<file path="src/rtl/regfile_2r1w.sv">
// Two-read, one-write register file with byte-enabled writes, registered reads,
// write-to-read bypass and a hardware clear sequencer that zeroes the array.
//
// state   | meaning
// --------+-----------------------------------------------------------
// S_IDLE  | normal operation: writes and reads accepted, clr sampled
// S_CLEAR | zeroing entry[ptr] each cycle; ports locked out, busy=1
module regfile_2r1w #(
    parameter int WIDTH    = 32,
    parameter int DEPTH    = 32,
    parameter int AW       = 5,
    parameter int ZERO_REG = 1
) (
    input  logic               clk,
    input  logic               reset,
    input  logic               EN,
    input  logic               write,
    input  logic [AW-1:0]      selin,
    input  logic [WIDTH-1:0]   inp,
    input  logic [WIDTH/8-1:0] be,
    input  logic               read0,
    input  logic [AW-1:0]      selout0,
    output logic [WIDTH-1:0]   out0,
    output logic               valid0,
    input  logic               read1,
    input  logic [AW-1:0]      selout1,
    output logic [WIDTH-1:0]   out1,
    output logic               valid1,
    input  logic               clr,
    output logic               busy
);

    localparam int NB = WIDTH / 8;
    localparam logic [0:0] S_IDLE  = 1'b0;
    localparam logic [0:0] S_CLEAR = 1'b1;
    localparam logic [AW:0] PTR_LAST = (AW + 1)'(DEPTH - 1);
    localparam logic [AW:0] DEPTH_W  = (AW + 1)'(DEPTH);

    logic [0:0]       state_q, state_d;
    logic [AW:0]      ptr_q, ptr_d;
    logic [WIDTH-1:0] mem_q [DEPTH];
    logic [WIDTH-1:0] out0_q, out0_d, out1_q, out1_d;
    logic             valid0_q, valid0_d, valid1_q, valid1_d;

    logic             idle;
    logic             wr_en;
    logic [WIDTH-1:0] wr_old, wr_word;
    logic [WIDTH-1:0] rd0_data, rd1_data;

    // Addresses past DEPTH and the hardwired zero entry are neither written nor read.
    function automatic logic addr_ok(input logic [AW-1:0] a);
        return ({1'b0, a} < DEPTH_W) && !((ZERO_REG != 0) && (a == '0));
    endfunction

    assign idle  = (state_q == S_IDLE);
    assign wr_en = idle && EN && write && addr_ok(selin);

    always_comb begin
        wr_old  = addr_ok(selin) ? mem_q[selin] : '0;
        wr_word = wr_old;
        for (int k = 0; k < NB; k++) begin
            if (be[k]) wr_word[8*k +: 8] = inp[8*k +: 8];
        end
    end

    always_comb begin
        rd0_data = '0;
        if (addr_ok(selout0)) rd0_data = (wr_en && selin == selout0) ? wr_word : mem_q[selout0];
        rd1_data = '0;
        if (addr_ok(selout1)) rd1_data = (wr_en && selin == selout1) ? wr_word : mem_q[selout1];
    end

    always_comb begin
        state_d = state_q;
        ptr_d   = ptr_q;
        case (state_q)
            S_IDLE: begin
                if (clr) begin
                    state_d = S_CLEAR;
                    ptr_d   = '0;
                end
            end
            default: begin
                if (ptr_q == PTR_LAST) begin
                    state_d = S_IDLE;
                    ptr_d   = '0;
                end else begin
                    ptr_d = ptr_q + 1'b1;
                end
            end
        endcase
    end

    always_comb begin
        valid0_d = idle && EN && read0;
        valid1_d = idle && EN && read1;
        out0_d   = valid0_d ? rd0_data : out0_q;
        out1_d   = valid1_d ? rd1_data : out1_q;
    end

    always_ff @(posedge clk or negedge reset) begin
        if (!reset) begin
            state_q  <= S_CLEAR;
            ptr_q    <= '0;
            out0_q   <= '0;
            out1_q   <= '0;
            valid0_q <= 1'b0;
            valid1_q <= 1'b0;
        end else begin
            state_q  <= state_d;
            ptr_q    <= ptr_d;
            out0_q   <= out0_d;
            out1_q   <= out1_d;
            valid0_q <= valid0_d;
            valid1_q <= valid1_d;
        end
    end

    // The array carries no reset; its contents are defined by the clear sequence.
    always_ff @(posedge clk) begin
        if (state_q == S_CLEAR) begin
            mem_q[ptr_q[AW-1:0]] <= '0;
        end else if (wr_en) begin
            mem_q[selin] <= wr_word;
        end
    end

    assign out0   = out0_q;
    assign out1   = out1_q;
    assign valid0 = valid0_q;
    assign valid1 = valid1_q;
    assign busy   = (state_q == S_CLEAR);

endmodule

</file>
<file path="config.mk">
export PLATFORM = sky130hd
export DESIGN_NAME = regfile_2r1w
export DESIGN_NICKNAME = d
export VERILOG_FILES = /design/src/rtl/regfile_2r1w.sv
export SDC_FILE = /design/constraint.sdc
export NUM_CORES = 2
export LEC_CHECK = 0
export BUFFER_PORTS_ARGS = -buffer_cell sky130_fd_sc_hd__buf_2
export CAP_MARGIN = 0
export CORE_MARGIN = 2
export CORE_UTILIZATION = 40
export CTS_BUF_LIST = sky130_fd_sc_hd__clkbuf_4 sky130_fd_sc_hd__clkbuf_8 sky130_fd_sc_hd__clkbuf_16
export DETAILED_ROUTE_END_ITERATION = 7
export GPL_ROUTABILITY_DRIVEN = 0
export HOLD_SLACK_MARGIN = 0.08
export PLACE_DENSITY = 0.51
export SLEW_MARGIN = 15
export SYNTH_ARGS = -nofsm -noshare
export SYNTH_HDL_FRONTEND = slang
export SYNTH_SLANG_ARGS = --single-unit
</file>
<file path="constraint.sdc">
create_clock -name clk -period 4.6 [get_ports clk]
set_input_delay 0.92 -clock clk [delete_from_list [all_inputs] [get_ports clk]]
set_output_delay 0.92 -clock clk [all_outputs]
set_load 0.01 [all_outputs]
</file>
==> flow_summary.json <==
{
  "total_power_mw": 29.7,
  "syn_area_um2": 58600,
  "cts_root_buffer": "clkbuf_16",
  "synth_top_area_share_pct": 52.5,
  "grt_max_degree": 78,
  "rr_worst_depth": 7,
  "ys_top_cells_by_area": "edfxtp_1 52%, mux4_2 24%, mux2i_1 3.6%",
  "final_cells": 5567,
  "power_leakage_nw": 22.5,
  "htreeDepth": 4,
  "numClockSinks": 1097,
  "drv_slew": 0,
  "cts_tree": "yes",
  "grt-ovfl-total": 0,
  "ys_warn_count": 0,
  "tns_ps": 0,
  "crit_required_ps": 5030,
  "setup_violations": 0,
  "drc": 0,
  "hold_buffers": 0,
  "wirelength_um": 240000,
  "synth.distinct_cells": 58,
  "max_freq_mhz": 282,
  "post-place-cells": 5334,
  "grt_pass1_wl_um": 333000,
  "maxCapViolCount": 0,
  "hold_class": "primary input to async pin",
  "drt-pass1-iter-count": 6,
  "syn2layout_area_growth_pct": 14.9,
  "ys_ff_latch": 1097,
  "clk_latency_ps": 780,
  "syn_nets": 3439,
  "tightest_slew_ps": 1090,
  "crit_fanout": 24,
  "status": "finished clean",
  "relSlewSlack_pct": 27.1,
  "yosysMostFrequentCell": "edfxtp_1",
  "dr.first_iter.drc_count": 5653,
  "r2r-start": "busy$_DFF_PN1_",
  "rr_endpoint": "mem_q[29][11]$_DFFE_PP_",
  "yosys-top-cells-count": "1,024 x edfxtp_1, 634 x mux4_2, 209 x mux2i_1, 174 x clkbuf_1, 140 x a22o_1",
  "synth_cells": 3380,
  "finalCritPeriodShare_pct": 77.0,
  "clockBufferDepth": 3,
  "cts_resized": 0,
  "place_area_um2": 63100,
  "dieArea_um2": 150000,
  "startpoint_type": "flip-flop",
  "antenna_found_initial": 2,
  "synth.largest_area_cell": "edfxtp_1",
  "vias": 40400,
  "crit_arrival_ps": 3970,
  "vdd_drop_max_uv": 252,
  "clk_pin_slew_worst_paths_ps": 60,
  "track_usage_pct": 31.8,
  "postCtsSetupBuffers": 0,
  "dr.max_layer_used": "met5",
  "whs_ps": 130,
  "rsz0062_at_grt": "no",
  "dieWidth_um": 387,
  "port_buffers": 124,
  "wl_met1_um": 89200,
  "reg2reg_slack_ps": 1060,
  "io_pins": 125,
  "die_h_um": 387,
  "synth_edf_count": 1024,
  "dp_hpwl_um": 139000,
  "syn_avg_cell_area_um2": 17.3,
  "initial_core_util_pct": 40.3,
  "fin_ws_ps": 1060,
  "power_density_nw_per_um2": 440,
  "coreArea_um2": 146000,
  "cts_made_buffers": 130,
  "ant_nets": 0,
  "synth.yosys.seq_area_share_pct": 55.6,
  "ys_async_sr_fraction_pct": 6.65,
  "wire_per_inst_um": 43.1,
  "grt_pass1_vias": 41200,
  "fin_util_pct": 46.3,
  "drive_above_1_share_pct": 38.4,
  "vias_per_cell": 7.25,
  "finalHoldViolations": 0,
  "skew_ps": 31.8,
  "layout.nets": 3608,
  "synth_flop_cell": "edfxtp_1",
  "dr_wl_met2_um": 111000,
  "layout_min_cycle_time_ps": 3540,
  "dr_wl_met3_um": 25700,
  "fin_area_um2": 67300,
  "num_rows": 140,
  "worstSetupPathType": "flip-flop to flip-flop",
  "cp-end-kind": "flip-flop",
  "dp_slack_ps": 480
}
[area by class of cell]
type                            instances  area [um2]
Fill cell                           12300       78200
Sequential cell                      1097       32600
Multi-Input combinational cell       1921       24700
Clock buffer                          174        3710
Timing Repair Buffer                  364        3240
Tap cell                             1917        2400
Clock inverter                         58         532
Inverter                               35         131
Antenna cell                            1        2.50
[layout by cell type (no fill, tap or decap), drive strengths merged, types with 8 or more instances in the layout]
| cell type | instances |
|---|---|
| a211oi | 17 |
| a21oi | 48 |
| a221o | 62 |
| a221oi | 124 |
| a22o | 140 |
| a22oi | 32 |
| a32o | 15 |
| buf | 363 |
| bufinv | 9 |
| clkbuf | 175 |
| clkinv | 61 |
| dfrtp | 72 |
| edfxtp | 1024 |
| inv | 18 |
| mux2 | 66 |
| mux2i | 209 |
| mux4 | 634 |
| nand2 | 97 |
| nand2b | 8 |
| nand3 | 13 |
| nor2 | 106 |
| nor2b | 9 |
| nor3 | 36 |
| nor3b | 16 |
| nor4 | 32 |
| o211ai | 15 |
| o21ai | 24 |
| o221ai | 31 |
| o22ai | 129 |
| xor2 | 11 |
[power breakdown]
part	total, mW	switching [mW]	internal (mW)	leakage, nW
Sequential	13.1	0.888	12.2	10.6
Clock	10.4	4.23	6.16	2.12
Combinational	6.15	3.82	2.33	9.82
Total	29.7	8.94	20.7	22.5
[logic make-up after synthesis]
group / count (synthesis) / synth area share [%]
DFF: 1097 / 55.6
muxes: 909 / 29.2
AOI/OAI and AO/OA: 662 / 8.88
buffers and inverters: 362 / 3.09
and+or+nand+nor: 337 / 3.03
xor gates and xnor gates: 12 / 0.179
adders and majority gates: 1 / 0.0213
[flip-flops by register name, summed over array words and instances, names as in the netlist]
register	flops
mem_q	1024
out0	32
out1	32
ptr_q	6
busy	1
valid0	1
valid1	1
[per-layer routing]
metal	vias to the layer above	track usage (%)
met1	21600	41.8
met2	2817	49.3
met3	767	7.53
met4	4	17.0
li1	15200	-
met5	-	0
[critical path, cell delays in order (launching register included)]
cell	delay, ps
dfstp_2	730
nand3b_1	460
a21o_4	330
nand3_1	130
o21ai_0	170
nand2_1	310
nor2_4	670
buf_12	370
[how the worst max path moves through the flow]
stage	start	to	slack, ps
final	busy$_DFF_PN1_	mem_q[29][11]$_DFFE_PP_	1060
after global routing	busy$_DFF_PN1_	mem_q[29][13]$_DFFE_PP_	1040
after detailed placement	selin[3]	mem_q[27][15]$_DFFE_PP_	480
after floorplan	selin[0]	mem_q[0][0]$_DFFE_PP_	420
after global placement	selin[2]	mem_q[28][30]$_DFFE_PP_	560
after CTS	busy$_DFF_PN1_	mem_q[29][13]$_DFFE_PP_	1140
No activity file was read; power rests on OpenSTA's default activity.
